File: config.mk
export PLATFORM = sky130hd
export DESIGN_NAME = commit_unit
export DESIGN_NICKNAME = d
export VERILOG_FILES = /design/src/rtl/commit_unit.sv
export SDC_FILE = /design/constraint.sdc
export NUM_CORES = 1
export LEC_CHECK = 0
export CAP_MARGIN = 20
export CELL_PAD_IN_SITES_DETAIL_PLACEMENT = 1
export CELL_PAD_IN_SITES_GLOBAL_PLACEMENT = 1
export CORE_MARGIN = 10
export CORE_UTILIZATION = 24
export DETAILED_ROUTE_END_ITERATION = 10
export DONT_BUFFER_PORTS = 1
export PLACE_DENSITY = 0.47
export SLEW_MARGIN = 0
export SYNTH_ARGS = -nofsm -noshare
export SYNTH_HDL_FRONTEND = slang
export SYNTH_SLANG_ARGS = --single-unit
export TNS_END_PERCENT = 10
File: constraint.sdc
create_clock -name clk -period 3 [get_ports clk]
set_input_delay 0.3 -clock clk [delete_from_list [all_inputs] [get_ports clk]]
set_output_delay 0.3 -clock clk [all_outputs]
set_load 0.02 [all_outputs]
File: src/rtl/commit_unit.sv
// rtl/commit_unit.sv - in-order commit stage with retirement RAT, mispredict flush and RAT restore
module commit_unit #(
  parameter int PR_BITS      = 6,
  parameter int ROBSIZE_BITS = 4
) (
  input  logic                    clk,
  input  logic                    rst_n,
  input  logic [ROBSIZE_BITS:0]   rob_elemcount,
  input  logic                    rob_head_ready,
  input  logic                    rob_head_regf_we,
  input  logic [4:0]              rob_head_rd,
  input  logic [PR_BITS-1:0]      rob_head_pd,
  input  logic                    rob_head_mispredict,
  input  logic [31:0]             rob_head_target,
  output logic                    rob_dequeue,
  input  logic                    fl_full,
  output logic                    fl_enqueue,
  output logic [PR_BITS-1:0]      fl_din,
  output logic                    flush,
  output logic                    redirect_valid,
  output logic [31:0]             redirect_pc,
  output logic                    rat_restore_we,
  output logic [4:0]              rat_restore_addr,
  output logic [PR_BITS-1:0]      rat_restore_pd,
  output logic                    busy,
  output logic [31:0]             retire_count
);

  typedef enum logic [1:0] {IDLE, FLUSH, RESTORE} state_t;

  state_t             state;
  logic [PR_BITS-1:0] rrat [32];
  logic [4:0]         restore_idx;
  logic [31:0]        target_q;
  logic [31:0]        retire_q;
  logic               wr;
  logic               commit;

  // Commit decision: ROB is only looked at while idle; a write that the free
  // list cannot absorb stalls the head. Outputs are gated by rst_n so they
  // read as zero for the whole reset interval.
  always_comb begin
    wr     = rob_head_regf_we && (rob_head_rd != 5'd0);
    commit = rst_n && (state == IDLE) && (rob_elemcount != '0) &&
             rob_head_ready && !(wr && fl_full);
  end

  // Output decode from current state and inputs
  always_comb begin
    rob_dequeue      = commit;
    fl_enqueue       = commit && wr;
    fl_din           = '0;
    flush            = 1'b0;
    redirect_valid   = 1'b0;
    redirect_pc      = 32'd0;
    rat_restore_we   = 1'b0;
    rat_restore_addr = 5'd0;
    rat_restore_pd   = '0;
    busy             = 1'b0;
    retire_count     = rst_n ? retire_q : 32'd0;
    if (commit && wr) begin
      fl_din = rrat[rob_head_rd];
    end
    if (rst_n && state == FLUSH) begin
      flush          = 1'b1;
      redirect_valid = 1'b1;
      redirect_pc    = target_q;
      busy           = 1'b1;
    end
    if (rst_n && state == RESTORE) begin
      rat_restore_we   = 1'b1;
      rat_restore_addr = restore_idx;
      rat_restore_pd   = rrat[restore_idx];
      busy             = 1'b1;
    end
  end

  // State machine, RRAT update, retire counter and restore walk
  always_ff @(posedge clk or negedge rst_n) begin
    if (!rst_n) begin
      state       <= IDLE;
      restore_idx <= 5'd0;
      target_q    <= 32'd0;
      retire_q    <= 32'd0;
      for (int i = 0; i < 32; i++) begin
        rrat[i] <= PR_BITS'(i);
      end
    end else begin
      case (state)
        IDLE: begin
          if (commit) begin
            retire_q <= retire_q + 32'd1;
            if (wr) begin
              rrat[rob_head_rd] <= rob_head_pd;
            end
            if (rob_head_mispredict) begin
              target_q <= rob_head_target;
              state    <= FLUSH;
            end
          end
        end
        FLUSH: begin
          restore_idx <= 5'd0;
          state       <= RESTORE;
        end
        RESTORE: begin
          restore_idx <= restore_idx + 5'd1;
          if (restore_idx == 5'd31) begin
            state <= IDLE;
          end
        end
        default: state <= IDLE;
      endcase
    end
  end

endmodule

==> results by group <==
STA
  – Max frequency: approximately 340 MHz
  – Max Slew Vio Count: 0
  – Final setup TNS: 0 ns
  – Final setup viols: 0
  – Worst rel slew slack: 46.73%
  – Fin crit share: 99.23%
  – Worst-Margin Slew: 0.7962 ns
  – RSZ-0062 raised after global routing: yes
  – Final Hold Fails: 263
  – Post-layout minimum cycle time: slightly below 3 ns
  – Final hold slack: -0.5428 ns
  – Fin Clk Skew: 0.01007 ns

Pwr
  – Power per cell area: 606.3 mW/mm^2
  – VDD IR max: approximately 0.36 mV
  – Switching Share: about 28%
  – Clock group share of total power: between 40% and 50%
  – Psw: approximately 0.0029 W
  – Leak Pwr: 7.215 nW
  – Int Pwr: 0.007413 W
  – Reg power frac: slightly above 40%
  – Combinational Power Share: 18.2%

Finish
  – Area of the multi-input gates: between 0.007 and 0.008 sq mm
  – Ant. Diodes: 0
  – Fillers: 6,119
  – Layout area overhead: 22.18%
  – Final Cell Area: 0.01700 sq mm
  – Most common cell after layout, fill and taps aside: mux2_2
  – Storage cell area: 0.006689 sq mm
  – Final #Nets: 1,173
  – Commonest non-fill, non-tap cells in the layout: mux2_2 (227), dfrtp_1 (181), mux4_2 (84)
  – Layout cells sized above 1: 50.22%

Setup path
  – Critical Path Slowest Stage Cell: dfrtp_4
  – Crit path cell chain: clkbuf_16 > buf_4 > mux4_2 > mux2i_1 > o21ai_0 > o31a_1
  – Highest cell delay on the worst timing path: 0.56 ns
  – Reg2reg setup slack: 0.37 ns
  – CP Class: flip-flop to primary output
  – WP data arrival: 2.68 ns
  – Crit end category: primary output
  – Crit-path max FO: 6
  – CP Launch Type: flip-flop
  – CP required: around 2.7 ns

GRT
  – Initial antenna violation count: 1
  – Global-route wire length before repair: 70.27 mm
  – Total GRT Usage: 13.85%
  – Vias in the first global route: 10,030
  – Total congestion overflow: 0
  – Largest net degree at the start of global routing: 334

Place
  – Gpl congestion: ~0.82
  – IO buf count: 0
  – Placed inst area: 0.01516 sq mm
  – HPWL Detailed: 31.48 mm

Detailed routing
  – Final antenna-violating net count: 0
  – Vias: 9,252
  – WL/cell: 24.87 microns
  – DR DRC count: 0
  – WL final: 47.30 mm
  – DRT Pass-1 Iters: 5
  – Routed vias/inst: 4.864
  – Initial DRC count: 570

Die
  – Starting density of the core: 24.16%
  – Core ar.: 0.05759 sq mm
  – Die width: 260.8 microns
  – I/O pin cnt: 141
  – Die H: ~260 microns
  – DIE AREA: 0.06799 sq mm
  – Rows: ~90

Synth
  – Synth area leader: dfrtp_1
  – Syn nets: about 1,100
  – Post-synth EDFFs: 0
  – Post-synthesis sequential area ratio: 48.03%
  – Dominant synthesized flop cell: dfrtp_1
  – FF+latch count, synth: 263
  – Synth async-reset ratio: 100.0%
  – Syn Inst Count: a little over 1,000
  – Cell variety after synth: between 50 and 60
  – Syn. warnings: 0
  – Synthesized area: 0.01391 sq mm
  – Leading post-synthesis cells by cell area: dfrtp_1 (33%), mux2_2 (18%), dfstp_2 (15%), mux4_2 (14%), and3_1 (1.8%)
  – Post-synth top area share: 32.92%
  – Synthesized area per cell: 13.49 sq um

Clock network
  – Root Driver: clkbuf_16
  – Clock Sinks: 263
  – CTS Buf Count: 36
  – Hold Buf Count CTS: 38
  – CTS max path bufs: 3
  – CTS H-tree lvls: 2
  – Latest clock arrival within the worst-skew pair: 0.54 ns
  – TritonCTS clock tree: done
  – Clock slew at reported path FFs: about 0.060 ns

Run status
  – Status: finished with violations
  – Failing checks: hold timing

Hold path
  – Hold Crit Class: input pin to asynchronous set/reset pin

Flow run
  – Number of max-cap violations: 0
## state kept, by name (all words and copies together), names as in the netlist
name / cells
target_q: 32
rrat: 192
restore_idx: 5
retire_q: 32
state: 2
## kinds of logic after synthesis
family | synth area share, %
buf+inv | 2.644
simple gates | 9.930
mux | 32.96
flops | 48.03
xor+xnor | 1.952
fa+ha+maj | 0.7196
compound gates | 3.760
## power by group through the flow
stage                     sequential, W  combinational [W]  clock, W
after floorplan                 0.00417            0.00124         0
after global placement          0.00426            0.00158         0
after detailed placement        0.00428            0.00160         0
after CTS                       0.00421            0.00185   0.00441
after global routing            0.00426            0.00204   0.00454
final                           0.00421            0.00187   0.00422
## worst paths after layout
check / from / to / cells after the start
max: restore_idx[0] / rat_restore_pd[5] / 6
min: rst_n / target_q[14] / 0
max reg2reg: state[1] / rrat[95] / 9
min reg2reg: rrat[191] / rrat[191] / 0
max in group asynchronous: rst_n / restore_idx[2] / 0
min in group clk: rob_head_pd[0] / rrat[96] / 2
## metal layers
| metal | up-vias | wire length (microns) | GRT usage (%) |
|---|---|---|---|
| met5 | - | 12 | 0 |
| met2 | 253 | 21120 | 21.13 |
| met3 | 64 | 3792 | 4.462 |
| li1 | 4034 | - | - |
| met1 | 4899 | 21320 | 18.35 |
| met4 | 2 | 1049 | 4.198 |
## area by class of cell
cell class | instances | area share (%)
multi-input cells | 677 | 41.22
repair buffers | 120 | 6.802
clock buffers | 54 | 6.059
clock inverters | 10 | 0.6405
inverters | 13 | 0.2871
well taps | 765 | 5.632
flip-flops and latches | 263 | 39.36
## critical path, delay by kind of cell (launching register included)
family | cells | cell delay, ns
compound gates | 2 | 0.82
flops | 1 | 0.56
mux | 2 | 0.43
buf+inv | 2 | 0.33
## cells in the mapped netlist (3+ instances only)
library cell,instances
a2111oi_0,6
nor2b_1,12
nor3_1,6
dfrtp_1,183
dfstp_2,80
and4_1,3
nor3_2,4
mux4_2,84
xnor2_1,21
and2_1,33
ha_1,8
a21oi_1,7
nand3b_1,3
mux2i_1,7
or4_1,7
mux2_1,6
inv_1,12
nand3_1,18
nand4_1,8
clkbuf_1,60
mux2_2,227
a211oi_1,6
o22ai_1,32
nor2_1,46
buf_2,12
nand2_1,30
and3_1,40
buf_1,4
xor2_1,10
o31a_1,6
a221oi_1,6
nor4_1,6
o21ai_0,10
or3_1,5
## through the flow
stage                     util (%)  power (W)  setup slack, ns  instances
after floorplan                  -   0.005407           0.5497       1031
after global placement       26.32   0.005836           0.1570       1789
after detailed placement     26.32   0.005883          0.07087       1789
after CTS                    29.33    0.01047         -0.04654       1899
after global routing         29.52    0.01084         -0.04436       1902
final                        29.52    0.01031          0.02321       1902
## repair_timing
action                                  in CTS  in global routing
gates resized for setup                     22                 18
pin swaps                                   12                  5
endpoints found under the hold margin      481                263
endpoints found under the setup margin      12                 11
cloned                                       0                  1
buffers inserted                             8                  3
(Power assumes the default switching activity.)
